File: config.mk
export PLATFORM = sky130hd
export DESIGN_NAME = tensor_product_arbiter
export DESIGN_NICKNAME = d
export VERILOG_FILES = /design/src/rtl/tensor_product_arbiter.sv
export SDC_FILE = /design/constraint.sdc
export NUM_CORES = 1
export LEC_CHECK = 0
export BUFFER_PORTS_ARGS = -buffer_cell sky130_fd_sc_hd__buf_2
export CORE_AREA = 2 2 254 256
export CTS_BUF_LIST = sky130_fd_sc_hd__clkbuf_4
export CTS_CLUSTER_DIAMETER = 30
export DETAILED_ROUTE_END_ITERATION = 8
export DIE_AREA = 0 0 256 258
export SYNTH_ARGS = -nofsm -noshare
export SYNTH_HDL_FRONTEND = slang
export SYNTH_SLANG_ARGS = --single-unit
File: constraint.sdc
create_clock -name clk -period 1.9 [get_ports clk]
set_input_delay 0.475 -clock clk [delete_from_list [all_inputs] [get_ports clk]]
set_output_delay 0.475 -clock clk [all_outputs]
set_load 0.05 [all_outputs]
File: src/rtl/tensor_product_arbiter.sv
`default_nettype none
// ============================================================================
// Module      : tensor_product_arbiter
// Description : Shares one tensor_product datapath between two requesters.
//               Each job: round-robin grant, operand capture, one-cycle start
//               pulse, fixed-latency wait timed by an internal tile counter,
//               then result/error capture and a done pulse to the owner.
// Ports       : clk, rst (async, active-low)
//               req0/req1, a0/a1, b0/b1   requester side inputs
//               ack0/ack1, done0/done1     per-requester handshake pulses
//               result, error, busy        shared job outputs
//               tp_rst, tp_start, tp_a/tp_b datapath control and operands
//               tp_result, tp_error        datapath outputs
// Revision    : 1.0 - initial release
// ============================================================================
module tensor_product_arbiter #(
    parameter int A_VECTOR_LEN      = 5,
    parameter int B_VECTOR_LEN      = 5,
    parameter int A_CELL_WIDTH      = 8,
    parameter int B_CELL_WIDTH      = 8,
    parameter int RESULT_CELL_WIDTH = 8,
    parameter int TILING_H          = 1,
    parameter int TILING_V          = 1
) (
    input  logic                                            clk,
    input  logic                                            rst,
    input  logic                                            req0,
    input  logic                                            req1,
    input  logic [A_VECTOR_LEN*A_CELL_WIDTH-1:0]            a0,
    input  logic [A_VECTOR_LEN*A_CELL_WIDTH-1:0]            a1,
    input  logic [B_VECTOR_LEN*B_CELL_WIDTH-1:0]            b0,
    input  logic [B_VECTOR_LEN*B_CELL_WIDTH-1:0]            b1,
    output logic                                            ack0,
    output logic                                            ack1,
    output logic                                            done0,
    output logic                                            done1,
    output logic [A_VECTOR_LEN*B_VECTOR_LEN*RESULT_CELL_WIDTH-1:0] result,
    output logic                                            error,
    output logic                                            busy,
    output logic                                            tp_rst,
    output logic                                            tp_start,
    output logic [A_VECTOR_LEN*A_CELL_WIDTH-1:0]            tp_a,
    output logic [B_VECTOR_LEN*B_CELL_WIDTH-1:0]            tp_b,
    input  logic [A_VECTOR_LEN*B_VECTOR_LEN*RESULT_CELL_WIDTH-1:0] tp_result,
    input  logic                                            tp_error
);

    localparam int AW    = A_VECTOR_LEN * A_CELL_WIDTH;
    localparam int BW    = B_VECTOR_LEN * B_CELL_WIDTH;
    localparam int RW    = A_VECTOR_LEN * B_VECTOR_LEN * RESULT_CELL_WIDTH;
    localparam int TILES = ((A_VECTOR_LEN + TILING_V - 1) / TILING_V) *
                           ((B_VECTOR_LEN + TILING_H - 1) / TILING_H);
    localparam int CW    = $clog2(TILES + 1);

    localparam logic [CW-1:0] C_TILES = CW'(TILES);
    localparam logic [CW-1:0] C_ONE   = CW'(1);

    typedef enum logic [1:0] {
        ST_IDLE    = 2'd0,
        ST_START   = 2'd1,
        ST_WAIT    = 2'd2,
        ST_CAPTURE = 2'd3
    } state_t;

    state_t          state_q;
    logic [CW-1:0]   cnt_q;
    logic            owner_q;
    logic            last_q;
    logic            rel_q;
    logic            tp_rst_q;
    logic            ack0_q;
    logic            ack1_q;
    logic            done0_q;
    logic            done1_q;
    logic            busy_q;
    logic            tp_start_q;
    logic [AW-1:0]   tp_a_q;
    logic [BW-1:0]   tp_b_q;
    logic [RW-1:0]   result_q;
    logic            error_q;

    logic            win_d;
    logic            grant_d;

    // Round-robin: on a tie the requester not granted last wins.
    // No grant while the datapath is still held in reset.
    always_comb begin
        win_d   = (req0 && req1) ? ~last_q : req1;
        grant_d = (state_q == ST_IDLE) && !tp_rst_q && (req0 || req1);
    end

    always_ff @(posedge clk or negedge rst) begin
        if (!rst) begin
            state_q    <= ST_IDLE;
            cnt_q      <= '0;
            owner_q    <= 1'b0;
            last_q     <= 1'b1;
            rel_q      <= 1'b0;
            tp_rst_q   <= 1'b1;
            ack0_q     <= 1'b0;
            ack1_q     <= 1'b0;
            done0_q    <= 1'b0;
            done1_q    <= 1'b0;
            busy_q     <= 1'b0;
            tp_start_q <= 1'b0;
            tp_a_q     <= '0;
            tp_b_q     <= '0;
            result_q   <= '0;
            error_q    <= 1'b0;
        end else begin
            // Two-stage release: tp_rst falls on the second edge after rst
            // rises so the datapath drops any stale RUN before a start.
            rel_q      <= 1'b1;
            tp_rst_q   <= ~rel_q;

            ack0_q     <= 1'b0;
            ack1_q     <= 1'b0;
            done0_q    <= 1'b0;
            done1_q    <= 1'b0;
            tp_start_q <= 1'b0;

            case (state_q)
                ST_IDLE: begin
                    if (grant_d) begin
                        state_q    <= ST_START;
                        owner_q    <= win_d;
                        last_q     <= win_d;
                        tp_a_q     <= win_d ? a1 : a0;
                        tp_b_q     <= win_d ? b1 : b0;
                        ack0_q     <= ~win_d;
                        ack1_q     <= win_d;
                        tp_start_q <= 1'b1;
                        busy_q     <= 1'b1;
                    end
                end
                ST_START: begin
                    state_q <= ST_WAIT;
                    cnt_q   <= C_TILES;
                end
                ST_WAIT: begin
                    // Leaving on the last count puts CAPTURE one edge after
                    // the datapath writes its final tile.
                    cnt_q <= cnt_q - C_ONE;
                    if (cnt_q == C_ONE) begin
                        state_q <= ST_CAPTURE;
                    end
                end
                ST_CAPTURE: begin
                    result_q <= tp_result;
                    error_q  <= tp_error;
                    done0_q  <= ~owner_q;
                    done1_q  <= owner_q;
                    busy_q   <= 1'b0;
                    state_q  <= ST_IDLE;
                end
                default: begin
                    state_q <= ST_IDLE;
                end
            endcase
        end
    end

    assign ack0     = ack0_q;
    assign ack1     = ack1_q;
    assign done0    = done0_q;
    assign done1    = done1_q;
    assign result   = result_q;
    assign error    = error_q;
    assign busy     = busy_q;
    assign tp_rst   = tp_rst_q;
    assign tp_start = tp_start_q;
    assign tp_a     = tp_a_q;
    assign tp_b     = tp_b_q;

endmodule
`default_nettype wire

# Word-level counts from Yosys, hierarchy flattened
# Cells that the tools add are included.
classes:
  muxes: 17
  n_lt_le_gt_ge: 0
  eq_ne: 6
  bitwise_logic: 4
  mul: 0
  n_div: 0
  reduce_logical: 11
  n_shift: 0
  addsub: 1
op_table:
  columns: ["op", "n"]
  rows:
  - ["$mux 40", 2]
  - ["$mux 1", 10]
  - ["$pmux 5 s2", 1]
  - ["$pmux 2 s4", 1]
  - ["$reduce_and 2->1", 3]
  - ["$eq 5x1->1 const B", 1]
  - ["$sub 5x1->5 const B", 1]
  - ["$eq 2x2->1 const B", 2]
  - ["$mux 2", 2]
  - ["$ne 2x2->1 const B", 2]
  - ["$not 1->1", 4]
  - ["$reduce_bool 2->1", 2]
  - ["$logic_and 1x1->1", 3]
  - ["$eq 2x1->1 const B", 1]
  - ["$logic_not 2->1", 1]
  - ["$pmux 1 s2", 1]
  - ["$logic_not 1->1", 1]
  - ["$logic_or 1x1->1", 1]
totals:
  latch_bits: 0
  reg_bits: 298
  romBits: 0
  ramBits: 0
  wordCells: 55
  in_bits: 365
  n_memories: 0

# Depth between registers and ports, before layout
# Gate-level depths: netlist (run 1).
depth:
  depth_word: 5
  mapped_depth: 7
  depth_no_buf: 5

# Least setup slack after synthesis (run 1)
# OpenSTA, ideal clock, no wires.
synth_path:
  path_type: "register to register"
  from: "reg state_q[0]"
  to: "reg tp_a_q[22] (netlist: tp_a[22])"
  period_less_slack_ns: 1.658
  required_ns: 1.774
  t_arrival_ns: 1.532
  stages_incl_launch_ff: 8
  slack_ns: 0.242
  path_cell_list: "dfrtp_1 > inv_1 > ha_1 > nor2b_4 > and3_1 > buf_6 > buf_6 > a221o_1"
synth_via:
  elab_chain_len: 4
synth_lines:
  columns: ["element", "line_no", "rtl"]
  rows:
  - ["start, declared", "65", "state_t state_q;"]
  - ["start signal, assigned", "94", "state_q <= ST_IDLE;"]
  - ["start signal, assigned", "125", "state_q <= ST_START;"]
  - ["start signal, assigned", "137", "state_q <= ST_WAIT;"]
  - ["$logic_not 2->1 (*)", "89, 122", null]
  - ["$logic_and 1x1->1 (2 in a row)", "89", "grant_d = (state_q == ST_IDLE) && !tp_rst_q && (req0 || req1);"]
  - ["$reduce_and 2->1 (no line) (*)", null, null]
  - ["end signal, assigned", "128", "tp_a_q <= win_d ? a1 : a0;"]
  - ["end, declared", "77", "logic [AW-1:0] tp_a_q;"]
# Every way passes the cells marked *; elsewhere a longest branch is shown, timed or not.
# A chain may end at the register's enable or synchronous reset.

# Worst setup path in the final report (run 1)
layout_path:
  from: "reg tp_rst_q (netlist: tp_rst)"
  to: "out tp_rst"
layout_lines:
  columns: ["element", "line_no", "rtl"]
  rows:
  - ["start, declared", "70", "logic tp_rst_q;"]
  - ["start signal, assigned", "114", "tp_rst_q <= ~rel_q;"]
  - ["end, declared", "40", "output logic tp_rst,"]
# No word-level cell between the ends.

==> summary.md, run 1 <==
| Metric | Value |
|---|---|
| Switching Fraction | `0.4704` |
| Top delay family on crit path | `flip-flops` |
| Congestion Overflow GR | `0` |
| Post-Layout Cell Count | `2876` |
| Total CTS buffers | `82` |
| #FFs+latches synth | `298` |
| Req. time, crit path | `1.42 ns` |
| Net Switching | `21.73 mW` |
| Final Critical Period | `1.890 ns` |
| Total Wirelength | `53230 um` |
| Global routing met2 resource utilization | `0.2548` |
| Layout fillers | `5767` |
| HPWL Detailed | `30400 um` |
| Cells after Synth | `768` |
| Clock Latency Late Sink | `0.79 ns` |
| Lkg Pwr | `11.11 nW` |
| Crit path kind | `reg -> out` |
| Core Rows | `93` |
| Dpl cells | `2260` |
| Cell variety after synth | `33` |
| GP Congestion | `0.8797` |
| CTS HTree Levels | `3` |
| Logic pwr share | `0.615` |
| Clock root buffer | `clkbuf_4` |
| Cell-internal power | `24.46 mW` |
| Drt via density | `4.238` |
| Initial Util | `0.1859` |
| Pwr dens | `1940 nW/um^2` |
| Sequential area share after synthesis | `0.6306` |
| CORE AREA | `63650 sq um` |
| Total design power | `46.20 mW` |
| Vias in the first global route | `13110` |
| Area delta synth->final | `101.3%` |
| Hold/Removal Path Class | `in -> async` |
| GRT Total Usage | `0.1419` |
| Final Setup Violations | `0` |
| YS warnings | `0` |
| Largest net degree at the start of global routing | `84` |
| First-pass DRT Iterations | `5` |
| Crit-path slowest cell | `dfstp_2` |
| Met3 Usage GRT | `0.04358` |
| Drt wl/cell | `18.51 um` |
| Die area | `66050 sq um` |
| Most Used Layer, Global Route | `met2` |
| Nets | `2337` |
| Cell Area, Synth | `11830 sq um` |
| Final Hold Fails | `0` |
| Vias after detailed routing | `12190` |
| Post-route ant nets | `0` |
| Max IR drop VDD | `0.9531 mV` |
| Min Hold Slack | `0.1969 ns` |
| Clock power frac | `0.122` |
| Port buffer count | `652` |
| Critical path buffers and inverters | `1` |
| Die Width | `256 um` |
| Fraction of power consumed by sequential logic | `0.263` |
| Status | `complete, no violations` |
| Rel. slew slack | `0.6145` |
| Skew final | `0.07222 ns` |
| CTS tree | `done` |
| Syn Area/Cell | `15.40 sq um` |
| Worst path arrival time | `1.41 ns` |
| Clock-pin slew on the worst setup and hold paths | `0.06 ns` |
| Type of origin of the critical path | `flop` |
| Clock buffer depth | `3` |
| Initial antenna violation count | `2` |
| Drt first-iter violations | `697` |
| Met1 GRT Util | `0.1475` |
| First-pass GRT wire length | `73620 um` |
| Share of layout cells above drive strength 1 | `0.5709` |
| Worst Path Max Fanout | `2` |
| Worst stage delay on the critical path | `0.55 ns` |
| IO Pins | `653` |
| RSZ-0062 raised after global routing | `yes` |
| Max-cap violations | `0` |
| Worst path cell trace | `buf_8` |
| Die Y | `258 um` |
| CTS sink cnt | `298` |
| Worst slew pin tran | `0.5782 ns` |
| Drt drc | `0` |
| Pins Over Slew Limit | `0` |
| Net count after synthesis | `1138` |
| Fin crit share | `0.9945` |
| Crit end category | `output port` |
| Max frequency | `529.2 MHz` |
## cells in the mapped netlist
cell,number,area [sq um]
a21boi_0,56,420.4
a21boi_1,24,180.2
a21oi_1,5,25.02
a221o_1,80,800.8
a22o_1,1,8.760
a22oi_2,1,12.51
a2bb2oi_1,1,8.760
and2_1,2,12.51
and3_1,3,18.77
buf_2,37,185.2
buf_4,9,67.56
buf_6,9,101.4
clkbuf_1,5,18.77
conb_1,1,3.750
dfrtp_1,296,7407
dfstp_2,2,52.55
ha_1,5,62.56
inv_1,6,22.52
mux2_2,201,2263
mux2i_1,4,40.04
nand2_1,5,18.77
nand2b_1,1,6.260
nand3b_1,1,7.510
nor2_1,4,15.01
nor2b_1,1,6.260
nor2b_4,1,13.76
nor3_1,1,5.000
nor3b_1,1,7.510
o21ai_0,1,5.000
o21bai_1,1,7.510
o22a_1,1,8.760
or2_1,1,6.260
or4b_1,1,10.01
## cell families after synthesis
family,Yosys count,synth area share
DFF,298,0.6306
muxes,205,0.1947
AOI/OAI and AO/OA,171,0.1249
buffers and inverters,66,0.03342
and+or+nand+nor,22,0.01079
adders and majority gates,5,0.005288
other,1,0.0003170
## repair_timing
item	in CTS	in global routing
gates resized for setup	578	13
endpoints found under the setup margin	288	298
endpoints found under the hold margin	577	0
setup buffers	43	62
pin swaps	0	6
hold buffers	362	0
cloned	0	13
## flip-flops by register name, indices dropped and copies added, names as in the netlist
signal,cells
owner_q,1
done1,1
state_q,2
busy,1
error,1
tp_a,40
tp_start,1
last_q,1
rel_q,1
ack0,1
cnt_q,5
ack1,1
done0,1
tp_b,40
tp_rst,1
result,200
## power groups by stage
stage	combinational (mW)	sequential (mW)	clock [mW]
2_1_floorplan	5.58	21.7	0
3_3_place_gp	21.5	11.2	0
3_5_place_dp	21.9	11.3	0
4_1_cts	26.7	12.0	5.83
5_1_grt	29.4	12.4	6.24
6_report	28.4	12.1	5.64
## metrics by stage
stage / util / setup WS [ns] / setup TNS (ns) / cell area [sq um]
3_3_place_gp: 0.2557 / 0.1127 / 0 / 16280
3_5_place_dp: 0.2557 / 0.04109 / 0 / 16280
5_1_grt: 0.3742 / -0.1552 / -11.99 / 23820
2_1_floorplan: - / 0.2420 / 0 / 11830
4_1_cts: 0.3614 / -0.1505 / -8.187 / 23000
6_report: 0.3742 / 0.01039 / 0 / 23820
## worst paths after layout
path                                 start     endpoint  slack [ns]  cells past startpoint
worst max-delay path                tp_rst       tp_rst        0.01                      1
worst min-delay path                   rst  result[161]        0.20                      2
worst max register to register  state_q[1]  result[166]        0.07                      4
worst min register to register       rel_q       tp_rst        0.36                      1
max in group asynchronous              rst   result[10]        0.99                      3
min in group clk                      req0         busy        0.20                      4
## per-layer routing
| metal | vias up | share of wire |
|---|---|---|
| met5 | - | 0 |
| met4 | 0 | 0.047 |
| met3 | 187 | 0.073 |
| met2 | 689 | 0.52 |
| met1 | 6006 | 0.36 |
| li1 | 5306 | - |
## cells in the final DEF (no fill, tap or decap), drive strengths merged, types with 2 or more instances in the layout
master / synthesis / layout
diode: 0 / 5
ha: 5 / 5
buf: 55 / 803
inv: 6 / 8
a221o: 80 / 80
and2: 2 / 2
dfrtp: 296 / 296
a21boi: 80 / 80
nand2: 5 / 5
mux2: 201 / 201
a21oi: 5 / 5
mux2i: 4 / 4
nor2b: 2 / 2
nor2: 4 / 4
dfstp: 2 / 2
and3: 3 / 3
dlygate4sd3: 0 / 362
clkbuf: 5 / 122
clkinv: 0 / 17
## final cells by class
type | instances | area (sq um) | share of cell area
clock inverter | 21 | 135.1 | 0.005674
timing repair buffer | 1175 | 10260 | 0.4308
clock buffer | 112 | 840.8 | 0.03531
antenna | 5 | 12.51 | 0.0005254
sequential | 298 | 7463 | 0.3134
tap | 855 | 1070 | 0.04492
inverter | 6 | 22.52 | 0.0009457
multi-input combinational | 404 | 4013 | 0.1685
(Power assumes the default switching activity.)
==> run 2: changes to the inputs <==
- PLACE_DENSITY: unset -> 0.4
==> run 2 against run 1 <==
Effect of this change:
- the run now ends with setup timing left
- clock power increased by 16%
- die area unchanged
- core utilization decreased by 0.35 points
- sequential cell count unchanged
- sequential power about the same
- non-clock buffer count decreased by 58
- clock skew decreased by 0.0088 ns
- critical path type unchanged
- largest cell class unchanged
- largest power group unchanged
- highest routed layer is now met5
==> summary.md, run 2 (synthesis gave the netlist of run 1 again) <==
| Metric | Value |
|---|---|
| Status | `complete, but fails checks` |
| Failing checks | `setup timing` |
| Total Wirelength | `49980 um` |
| CTS HTree Levels | `3` |
| Commonest non-fill, non-tap cell in the layout | `buf_2` |
| Area delta synth->final | `99.43%` |
| Clock root buffer | `clkbuf_4` |
| Critical hold path startpoint | `req0` |
| Worst Path Max Fanout | `2` |
| Crit end category | `output port` |
| Clock Latency Late Sink | `0.82 ns` |
| Crit-path slowest cell | `dfstp_2` |
| Setup_tns | `-0.04398 ns` |
| DP Worst Slack | `0.1190 ns` |
| Clock-pin slew on the worst setup and hold paths | `0.06 ns` |
| Worst path arrival time | `1.47 ns` |
| Type of origin of the critical path | `flop` |
| Initial Util | `0.1859` |
| GP Congestion | `0.8331` |
| Max-cap violations | `0` |
| Skew final | `0.06346 ns` |
| Lkg Pwr | `10.97 nW` |
| Setup ws final | `-0.04398 ns` |
| Drt wl/cell | `17.43 um` |
| Max IR drop VDD | `1.124 mV` |
| Post-route ant nets | `0` |
| IO Pins | `653` |
| CTS sink cnt | `298` |
| Final core occ | `0.3707` |
| Core Rows | `93` |
| Worst path cell trace | `buf_8` |
| First-pass DRT Iterations | `4` |
| Hold/Removal Path Class | `in -> reg` |
| Initial antenna violation count | `5` |
| FF-to-FF Start | `state_q[1]` |
| CORE AREA | `63650 sq um` |
| Max reg flops | `200` |
| RSZ-0062 raised after global routing | `yes` |
| Share of layout cells above drive strength 1 | `0.5590` |
| Final Setup Violations | `1` |
| Final Hold Fails | `0` |
| Vias in the first global route | `12770` |
| Pwr dens | `1935 nW/um^2` |
| Drt first-iter violations | `457` |
| Die Y | `258 um` |
| Drt via density | `4.035` |
| Die area | `66050 sq um` |
| Cell area after layout | `23590 sq um` |
| Req. time, crit path | `1.42 ns` |
| Layout fillers | `6187` |
| Port buffer count | `652` |
| Area after DPL | `16370 sq um` |
| Met3 Usage GRT | `0.04113` |
| Final Critical Period | `1.944 ns` |
| Rel. slew slack | `0.6527` |
| Total CTS buffers | `98` |
| Drt drc | `0` |
| CTS tree | `done` |
| Nets | `2295` |
| Fin crit share | `1.023` |
| GRT Total Usage | `0.1437` |
| Most frequent cells in the layout | `buf_2 (364), dlygate4sd3_1 (363), dfrtp_1 (293)` |
| Critical path buffers and inverters | `1` |
| Largest net degree at the start of global routing | `70` |
| Pins Over Slew Limit | `0` |
| Vias after detailed routing | `11570` |
| Most Used Layer, Global Route | `met2` |
| Crit path kind | `reg -> out` |
| Global routing met2 resource utilization | `0.2582` |
| Top delay family on crit path | `flip-flops` |
| Met1 GRT Util | `0.1566` |
| CP Launch Point | `tp_rst` |
| Clock buffer depth | `3` |
| Worst stage delay on the critical path | `0.55 ns` |
| HPWL Detailed | `33100 um` |
| Congestion Overflow GR | `0` |
| Worst slew pin tran | `0.5210 ns` |
| Die Width | `256 um` |
| Max frequency | `514.4 MHz` |
| First-pass GRT wire length | `74320 um` |
## run 2: changes by cell type in the layout (fill, tap and decap cells not counted), sizes merged, moves of 3 or more
| cell | before | now |
|---|---|---|
| clkinv | 17 | 38 |
| clkbuf | 122 | 141 |
| inv | 8 | 11 |
| buf | 803 | 750 |
## run 2: cell type report
cell class | instances | area (sq um) | share of cell area
diodes | 5 | 12.51 | 0.0005303
clock buffers | 137 | 1028 | 0.04359
clock inverters | 45 | 206.4 | 0.008751
inverters | 6 | 22.52 | 0.0009546
multi-input cells | 404 | 4000 | 0.1695
flip-flops and latches | 298 | 7463 | 0.3163
well taps | 855 | 1070 | 0.04534
repair buffers | 1117 | 9789 | 0.4149
## run 2: worst min-delay path, cell delays in order
cell,delay (ns)
buf_2,0.12
o21bai_1,0.12
nand2_1,0.12
a2bb2oi_1,0.07
## run 2: power by group
group          total (mW)  internal, mW  switching, mW
registers            11.9          9.55           2.30
clock network        6.52          3.37           3.14
logic                27.3          11.3           15.9
total                45.7          24.3           21.4
## run 2: path summary, 6_finish.rpt
kind	to	slack, ns	cells after the start
max in group asynchronous	tp_a[38]	0.88	3
min	busy	0.17	4
max reg2reg	tp_a[20]	0.13	7
max	tp_rst	-0.04	1
min reg2reg	tp_rst	0.35	1
min in group asynchronous	result[57]	0.21	2
## run 2: metal layers
metal	part of all wire	vias up
li1	-	5258
met1	0.38	5690
met2	0.53	501
met3	0.062	113
met4	0.031	6
met5	0.00068	-
## run 2: per-stage QoR
stage | std cells | hold slack [ns] | total power, mW
floorplan | 768 | 0.1794 | 27.28
global placement | 2259 | 0.3452 | 33.14
detailed placement | 2259 | 0.3412 | 33.30
CTS | 2833 | 0.002004 | 45.56
global route | 2867 | 0.07002 | 47.85
finish | 2867 | 0.1724 | 45.66
## run 2: what timing repair did
item                                    in CTS  in global routing
pin swaps                                    0                  2
hold buffers                               363                  0
endpoints found under the setup margin     288                297
setup buffers                               29                 25
cloned                                       0                  4
hold endpoints to repair                   556                  0
resized for setup                          582                  3
==> run 3: changes to the inputs <==
- CORE_AREA: 2 2 254 256 -> 2 2 255 257
- DIE_AREA: 0 0 256 258 -> 0 0 257 259
- SLEW_MARGIN: unset -> 0
==> run 3 against run 2 <==
Effect of this change:
- sequential share of layout area is 0.20 points higher
- cell count fell by 0.10%
- highest routed layer unchanged
- non-clock buffer count increased by 11
- worst setup slack got worse by 0.0093 ns
- critical endpoint unchanged
- routed wire length fell by 1.8%
- sequential cell count unchanged
- first-iteration DRC count fell by 7.2%
- design area shrank 0.65%
- clock power down 6.7%
- via count decreased by 0.16%
- register-to-register slack better by 0.02 ns
- sequential power is essentially flat
- largest cell class unchanged
- the run still ends with setup timing left
==> summary.md, run 3 (synthesis gave the netlist of run 1 again) <==
| Metric | Value |
|---|---|
| Die Y | `259 um` |
| CTS sink cnt | `298` |
| GP Congestion | `0.7929` |
| CTS HTree Levels | `3` |
| CP Launch Point | `tp_rst` |
| Cell area after layout | `23440 sq um` |
| Die Width | `257 um` |
| Crit-path slowest cell | `dfstp_2` |
| Lkg Pwr | `10.91 nW` |
| Skew final | `0.04362 ns` |
| Vias after detailed routing | `11550` |
| Commonest non-fill, non-tap cell in the layout | `dlygate4sd3_1` |
| Fin crit share | `1.028` |
| HPWL Detailed | `33100 um` |
| Max frequency | `512.0 MHz` |
| Die area | `66560 sq um` |
| Port buffer count | `652` |
| Final Hold Fails | `0` |
| RR Endpoint | `tp_a[15]` |
| Max IR drop VDD | `0.8890 mV` |
| Worst Path Max Fanout | `2` |
| DP Worst Slack | `0.1205 ns` |
| Area after DPL | `16370 sq um` |
| Drt wl/cell | `17.14 um` |
| Worst path cell trace | `buf_8` |
| Final core occ | `0.3669` |
| Crit end category | `output port` |
| Crit path kind | `reg -> out` |
| CORE AREA | `63880 sq um` |
| Congestion Overflow GR | `0` |
| Most frequent cells in the layout | `dlygate4sd3_1 (364), buf_2 (363), dfrtp_1 (294)` |
| Top delay family on crit path | `flip-flops` |
| R2R cell count | `6` |
| Share of layout cells above drive strength 1 | `0.5567` |
| Final Critical Period | `1.953 ns` |
| Nets | `2301` |
| Clock buffer depth | `3` |
| Max reg flops | `200` |
| Initial Util | `0.1852` |
| Clock-pin slew on the worst setup and hold paths | `0.06 ns` |
| Vias in the first global route | `13090` |
| Critical path buffers and inverters | `1` |
| Max-cap violations | `0` |
| Clock Latency Late Sink | `0.78 ns` |
| Drt drc | `0` |
| Total CTS buffers | `93` |
| IO Pins | `653` |
| Drt first-iter violations | `424` |
| Failing checks | `setup timing` |
| Drt via density | `4.033` |
| WP depth | `1` |
| Min Hold Slack | `0.1902 ns` |
| Post-route ant nets | `0` |
| Clock root buffer | `clkbuf_4` |
| Crit path to | `tp_rst` |
| GRT Total Usage | `0.1427` |
| Pins Over Slew Limit | `0` |
| Worst path arrival time | `1.48 ns` |
| Status | `complete, but fails checks` |
| FF-to-FF setup slack | `0.15 ns` |
| First-pass GRT wire length | `73950 um` |
| Total Wirelength | `49080 um` |
| Final Setup Violations | `2` |
| Setup ws final | `-0.05325 ns` |
| CTS tree | `done` |
| Type of origin of the critical path | `flop` |
| Pwr dens | `1928 nW/um^2` |
| Req. time, crit path | `1.42 ns` |
| Hold/Removal Path Class | `in -> async` |
| Largest net degree at the start of global routing | `72` |
| RSZ-0062 raised after global routing | `yes` |
| FF-to-FF Start | `state_q[0]` |
| First-pass DRT Iterations | `6` |
| Setup_tns | `-0.06568 ns` |
| Initial antenna violation count | `4` |
| Area delta synth->final | `98.14%` |
| Worst stage delay on the critical path | `0.55 ns` |
| Core Rows | `93` |
[run 3: cell types whose count changed in the layout (fill, tap and decap cells not counted), moves of 2 or more]
cell / delta
buf_12: -3
buf_4: +20
buf_8: -3
clkbuf_16: -4
clkbuf_4: -15
clkinv_4: +2
diode_2: +3
[run 3: how the worst min path moves through the flow]
stage | depth (start not counted) | start | to
2_1_floorplan | 0 | rst | ack0
3_3_place_gp | 1 | rel_q | tp_rst
3_5_place_dp | 1 | rel_q | tp_rst
4_1_cts | 2 | rst | result[124]
5_1_grt | 2 | rst | result[148]
6_report | 2 | rst | result[145]
[run 3: power breakdown]
part	internal, mW	switching, mW
Sequential	9.55	2.30
Combinational	11.4	15.9
Clock	3.03	3.05
[run 3: timing repair]
item / in CTS / in global routing
hold buffers: 364 / 0
gates cloned: 0 / 0
pin swaps: 0 / 1
resized for setup: 579 / 0
hold endpoints to repair: 578 / 0
setup buffers: 35 / 28
setup endpoints to repair: 288 / 267
[run 3: layer usage]
metal / part of all wire / vias up / track usage
li1: - / 5248 / -
met1: 0.37 / 5618 / 0.1535
met2: 0.52 / 535 / 0.2538
met3: 0.071 / 147 / 0.04247
met4: 0.042 / 2 / 0.07316
met5: 0.00039 / - / 0
[run 3: cell type report]
class / instances / area (sq um)
fill: 6153 / 40440
timing repair buffer: 1128 / 9751
sequential: 298 / 7462
multi-input combinational: 404 / 4000
tap: 855 / 1070
clock buffer: 122 / 915.9
clock inverter: 43 / 198.9
inverter: 6 / 22.52
antenna: 8 / 20.02
[run 3: per-stage QoR]
stage          std cells  total power [mW]
6_report            2864             45.19
5_1_grt             2862             47.42
4_1_cts             2828             45.22
3_5_place_dp        2264             33.34
3_3_place_gp        2264             33.16
2_1_floorplan        768             27.28
